===== src/rtl/system_bus_mux_pkg.sv =====
// Shared types and constants for the single-master system bus: FSM states,
// load/store type encodings and the default RAM/IO address map.
package system_bus_pkg;

    typedef enum logic [1:0] {
        IDLE   = 2'd0,
        ACCESS = 2'd1,
        RESP   = 2'd2
    } bus_state_e;

    localparam logic [1:0] ST_IDLE   = IDLE;
    localparam logic [1:0] ST_ACCESS = ACCESS;
    localparam logic [1:0] ST_RESP   = RESP;

    // Access size/sign types, carried through the bus untouched.
    localparam logic [2:0] TYPE_LB  = 3'b000;
    localparam logic [2:0] TYPE_LH  = 3'b001;
    localparam logic [2:0] TYPE_LW  = 3'b010;
    localparam logic [2:0] TYPE_LBU = 3'b100;
    localparam logic [2:0] TYPE_LHU = 3'b101;

    localparam logic [31:0] RAM_BASE = 32'h0000_0000;
    localparam logic [31:0] RAM_MASK = 32'hFFFF_0000;
    localparam logic [31:0] IO_BASE  = 32'h1000_0000;
    localparam logic [31:0] IO_MASK  = 32'hF000_0000;

endpackage


===== src/rtl/system_bus_mux_addr_decoder.sv =====
// Combinational address decoder: per-slave base/mask match, then the lowest
// matching slave index is isolated into a one-hot select.
module bus_addr_decoder
    import system_bus_pkg::*;
#(
    parameter int                           N_SLAVES   = 2,
    parameter int                           ADDR_W     = 32,
    parameter logic [N_SLAVES*ADDR_W-1:0]   SLAVE_BASE = {IO_BASE, RAM_BASE},
    parameter logic [N_SLAVES*ADDR_W-1:0]   SLAVE_MASK = {IO_MASK, RAM_MASK}
) (
    input  logic [ADDR_W-1:0]   addr,
    output logic                hit,
    output logic [N_SLAVES-1:0] sel
);

    logic [N_SLAVES-1:0] match;

    for (genvar gi = 0; gi < N_SLAVES; gi++) begin : g_match
        assign match[gi] = (addr & SLAVE_MASK[gi*ADDR_W +: ADDR_W])
                           == SLAVE_BASE[gi*ADDR_W +: ADDR_W];
    end

    // Two's-complement trick keeps only the lowest set bit.
    assign sel = match & (~match + N_SLAVES'(1));
    assign hit = |match;

endmodule


===== src/rtl/system_bus_mux.sv =====
// Single-master, N-slave system bus with req/ready handshake and decode-miss errors.
// Optional ACCESS timeout enabled by defining SYSTEM_BUS_TIMEOUT_EN.
module system_bus_mux
    import system_bus_pkg::*;
#(
    parameter int                           N_SLAVES       = 2,
    parameter int                           ADDR_W         = 32,
    parameter int                           DATA_W         = 32,
    parameter logic [N_SLAVES*ADDR_W-1:0]   SLAVE_BASE     = {IO_BASE, RAM_BASE},
    parameter logic [N_SLAVES*ADDR_W-1:0]   SLAVE_MASK     = {IO_MASK, RAM_MASK},
    parameter int                           TIMEOUT_CYCLES = 256
) (
    input  logic                         clk,
    input  logic                         rst_n,
    input  logic                         m_req,
    input  logic [ADDR_W-1:0]            m_addr,
    input  logic                         m_we,
    input  logic [DATA_W-1:0]            m_wdata,
    input  logic [2:0]                   m_type,
    output logic                         m_ready,
    output logic [DATA_W-1:0]            m_rdata,
    output logic                         m_err,
    output logic [N_SLAVES-1:0]          s_req,
    output logic [N_SLAVES-1:0]          s_we,
    output logic [ADDR_W-1:0]            s_addr,
    output logic [DATA_W-1:0]            s_wdata,
    output logic [2:0]                   s_type,
    input  logic [N_SLAVES-1:0]          s_ready,
    input  logic [N_SLAVES*DATA_W-1:0]   s_rdata
);

    logic [1:0]          state;
    logic [N_SLAVES-1:0] sel_q;
    logic                we_q;
    logic                dec_hit;
    logic [N_SLAVES-1:0] dec_sel;
    logic                sel_ready;
    logic [DATA_W-1:0]   rdata_sel;
    logic                timeout;

    bus_addr_decoder #(
        .N_SLAVES   (N_SLAVES),
        .ADDR_W     (ADDR_W),
        .SLAVE_BASE (SLAVE_BASE),
        .SLAVE_MASK (SLAVE_MASK)
    ) u_dec (
        .addr (m_addr),
        .hit  (dec_hit),
        .sel  (dec_sel)
    );

    // Slave strobes come straight from state so an async reset drops them at once.
    assign s_req     = (state == ST_ACCESS) ? sel_q : '0;
    assign s_we      = s_req & {N_SLAVES{we_q}};
    assign m_ready   = (state == ST_RESP);
    assign sel_ready = |(s_ready & sel_q);

    always_comb begin
        rdata_sel = '0;
        for (int i = 0; i < N_SLAVES; i++) begin
            if (sel_q[i]) rdata_sel |= s_rdata[i*DATA_W +: DATA_W];
        end
    end

`ifdef SYSTEM_BUS_TIMEOUT_EN
    localparam int TO_W = $clog2(TIMEOUT_CYCLES) + 1;
    logic [TO_W-1:0] to_cnt;

    // Held at zero outside ACCESS, so it reads 0 on the first ACCESS cycle.
    always_ff @(posedge clk or negedge rst_n) begin
        if (!rst_n)                  to_cnt <= '0;
        else if (state != ST_ACCESS) to_cnt <= '0;
        else                         to_cnt <= to_cnt + TO_W'(1);
    end

    assign timeout = (to_cnt == TO_W'(TIMEOUT_CYCLES - 1));
`else
    logic unused_timeout_cfg;
    assign unused_timeout_cfg = ^TIMEOUT_CYCLES;
    assign timeout = 1'b0;
`endif

    always_ff @(posedge clk or negedge rst_n) begin
        if (!rst_n) begin
            state   <= ST_IDLE;
            sel_q   <= '0;
            we_q    <= 1'b0;
            s_addr  <= '0;
            s_wdata <= '0;
            s_type  <= '0;
            m_rdata <= '0;
            m_err   <= 1'b0;
        end else begin
            case (state)
                ST_IDLE: begin
                    if (m_req) begin
                        s_addr  <= m_addr;
                        s_wdata <= m_wdata;
                        s_type  <= m_type;
                        we_q    <= m_we;
                        sel_q   <= dec_sel;
                        if (dec_hit) begin
                            state <= ST_ACCESS;
                        end else begin
                            state   <= ST_RESP;
                            m_err   <= 1'b1;
                            m_rdata <= '0;
                        end
                    end
                end
                ST_ACCESS: begin
                    // A ready in the timeout cycle still wins.
                    if (sel_ready) begin
                        state   <= ST_RESP;
                        m_err   <= 1'b0;
                        m_rdata <= we_q ? '0 : rdata_sel;
                    end else if (timeout) begin
                        state   <= ST_RESP;
                        m_err   <= 1'b1;
                        m_rdata <= '0;
                    end
                end
                ST_RESP: state <= ST_IDLE;
                default: state <= ST_IDLE;
            endcase
        end
    end

endmodule


===== config.mk =====
export PLATFORM = sky130hd
export DESIGN_NAME = system_bus_mux
export DESIGN_NICKNAME = d
export VERILOG_FILES = /design/src/rtl/system_bus_mux_pkg.sv /design/src/rtl/system_bus_mux_addr_decoder.sv /design/src/rtl/system_bus_mux.sv
export SDC_FILE = /design/constraint.sdc
export NUM_CORES = 1
export LEC_CHECK = 0
export BUFFER_PORTS_ARGS = -buffer_cell sky130_fd_sc_hd__clkbuf_2
export CELL_PAD_IN_SITES_DETAIL_PLACEMENT = 0
export CELL_PAD_IN_SITES_GLOBAL_PLACEMENT = 1
export CORE_MARGIN = 2
export CORE_UTILIZATION = 34
export DETAILED_ROUTE_END_ITERATION = 8
export PLACE_DENSITY_LB_ADDON = 0.3
export SYNTH_ARGS = -nofsm -noshare
export SYNTH_HDL_FRONTEND = slang
export SYNTH_SLANG_ARGS = --single-unit

===== constraint.sdc =====
create_clock -name clk -period 2.1 [get_ports clk]
set_clock_uncertainty 0.1 [all_clocks]
set_input_delay 0.63 -clock clk [delete_from_list [all_inputs] [get_ports clk]]
set_output_delay 0.63 -clock clk [all_outputs]
set_load 0.005 [all_outputs]

==> metrics <==
Final Cycle Share 0.9850; Rows between 40 and 50; Filler cells ~1.2k; initial core utilization 0.3481; die width 120.2 µm; htree depth 3; peak supply drop 449.7 µV; Mapped Area about 4600 µm²; via count 3,553; share of cells above drive strength 1 0.6678; GPL Wtd Cong 0.7382; IO buf count 241; Primary FF master, synth dfrtp_1; Metal-1 WL 4.984 mm; Routed WL per cell 15.67 µm; post-synthesis sequential area ratio 0.5722; DRC 0; total power divided by cell area 913.2 nW/µm²; overflow left after global routing 0; R2R depth 6; Ys Warns 0; design area approximately 6500 µm²; vias per cell 4.706; top post-synthesis cells by count 105 x dfrtp_1, 72 x mux2_2, 33 x a22oi_1; Routed WL 11.83 mm; pins over their slew limit 0; Reg area roughly 2600 µm²; R2R Setup Slk 0.22 ns; post-synth cell types 28; ys async rst share 1.000; vias in the first global route 3,512; top-count cell post-synth dfrtp_1; antenna-violating nets left 0; dpl cells ~730; Mapped Nets between 400 and 500; drt initial violations 155; Worst slew margin 0.7558; #FFs+latches synth 105; fmax 0.4834 GHz; static leakage 3.251 nW; die area about 14,000 µm²; cell accounting for the most synthesized area dfrtp_1; area of the multi-input gates 1842 µm²; first-pass GRT wire length roughly 18 mm; Startpoint Class primary input; endpoint class of the critical path register; clock-pin transition on the worst setup and hold timing paths ~0.070 ns; Min Clock Period, post-route 2.069 ns; fin worst setup slack roughly 0.031 ns; Worst Hold Class primary input to register; setup violators final 0; CTS tree built; Synth Instances 322; Inserted Clock Buffers 9; clock sink count 105; largest net degree at the start of global routing 64; Worst-Margin Slew 0.3663 ns; Core ar. 13,190 µm²; crit path kind primary input to register; Worst R2R Start state[0]; EDFF count, synth 0; Met2 Wirelength 5.345 mm; DP HPWL 8.651 mm; Req. time, crit path 2.23 ns; Hold Vio Cnt, Final 0; most area-consuming cells after synthesis dfrtp_1 57%, mux2_2 18%, mux2_4 9.2%; Hold Crit Depth 2; clk buf depth 2; crit path from m_addr[22]; arrival time at the worst endpoint 2.20 ns; met3 WL 1.300 mm; RSZ-0062 raised after global routing true; Setup TNS Final 0 ns; area delta synth->final 42.10%; run status complete, no violations; Ports 242; count of maximum capacitance violations 0; critical path peak fanout 16; Top Metal Used met4; antenna violations before repair 1; DRT Pass-1 Iters 4; clock root buffer master clkbuf_16; Cell Area, Placed 6077 µm²; clock insertion delay at the later pin of the skew report about 0.35 ns; Syn Area/Cell 14.26 µm²; Die Height approximately 120 µm; Nets between 700 and 800; end of the worst register-to-register path m_rdata[24]; crit path to m_rdata[24]; post-route insts no fill 755; Global Route Usage Sum 0.1636; top cell type's share of synthesized area 0.5722; pre-CTS WS -0.3629 ns
## power by group
group,switching (mW),leakage [nW],internal [mW],total (mW)
registers,0.213,1.30,2.42,2.63
logic,0.603,1.79,0.834,1.44
clock network,0.774,0.163,1.12,1.89
## what timing repair did
action,in CTS,in global routing
buffers inserted,0,3
pin swaps,0,1
hold endpoints to repair,4,0
setup endpoints to repair,4,18
resized for setup,5,8
cloned,0,1
hold buffers,1,0
## state kept, by name, indices dropped and copies added (netlist names)
name     count
s_type       3
we_q         1
m_rdata     32
state        2
s_wdata     32
s_addr      32
sel_q        2
m_err        1
## cell type report
type                       instances  share of cell area
inverter                           4            0.002301
clock inverter                     5             0.01304
clock buffer                      11             0.03873
timing repair buffer             262              0.2267
antenna                            1           0.0003835
multi-input combinational        191              0.2823
tap                              176             0.03375
sequential                       105              0.4029
## worst min-delay path by stage
stage / from / slack [ns] / to
2_1_floorplan: rst_n / 0.23 / m_err
3_3_place_gp: rst_n / 0.36 / m_rdata[14]
3_5_place_dp: rst_n / 0.36 / m_rdata[13]
4_1_cts: m_addr[4] / 0.39 / s_addr[4]
5_1_grt: m_wdata[10] / 0.39 / s_wdata[10]
6_report: m_type[1] / 0.40 / s_type[1]
## metal layers
layer  up-vias  GRT usage
li1       1660          -
met1      1703     0.2026
met2       177     0.2571
met3        13    0.06274
met4         0    0.06759
met5         -          0
## worst max-delay path, cell delays in order
cell and delay [ns]:
clkbuf_2 0.10, nor4_4 0.35, a31oi_2 0.16, o31ai_4 0.27, buf_6 0.16, buf_12 0.17
mux2_2 0.35
## per-stage QoR
stage	hold WS [ns]	util	total power [mW]
floorplan	0.2344	-	3.349
global placement	0.3569	0.4607	4.041
detailed placement	0.3567	0.4607	4.083
CTS	0.3885	0.4883	6.012
global route	0.3853	0.4945	6.298
finish	0.4046	0.4947	5.959
## cell families after synthesis
kind of cell           synth area share
AOI/OAI and AO/OA               0.06812
buffers and inverters           0.03569
and+or+nand+nor                 0.05368
muxes                            0.2703
DFF                              0.5722
## cell usage in the layout, fill, tap and decap left out, types with 2 or more instances in the layout
master     instances
inv_1              4
bufinv_16          2
o21ai_0            2
mux2_2            72
nor2b_1            2
clkbuf_8           2
buf_4             12
buf_6              2
clkbuf_16         10
and2_1             2
inv_6              2
nand3_1            2
clkbuf_2         239
nor2_1            32
nand2_1            2
mux2_4            28
a22oi_1           33
buf_12             6
nor4_4             3
dfrtp_1          104
Note: power is estimated with default switching activity, not from simulation.
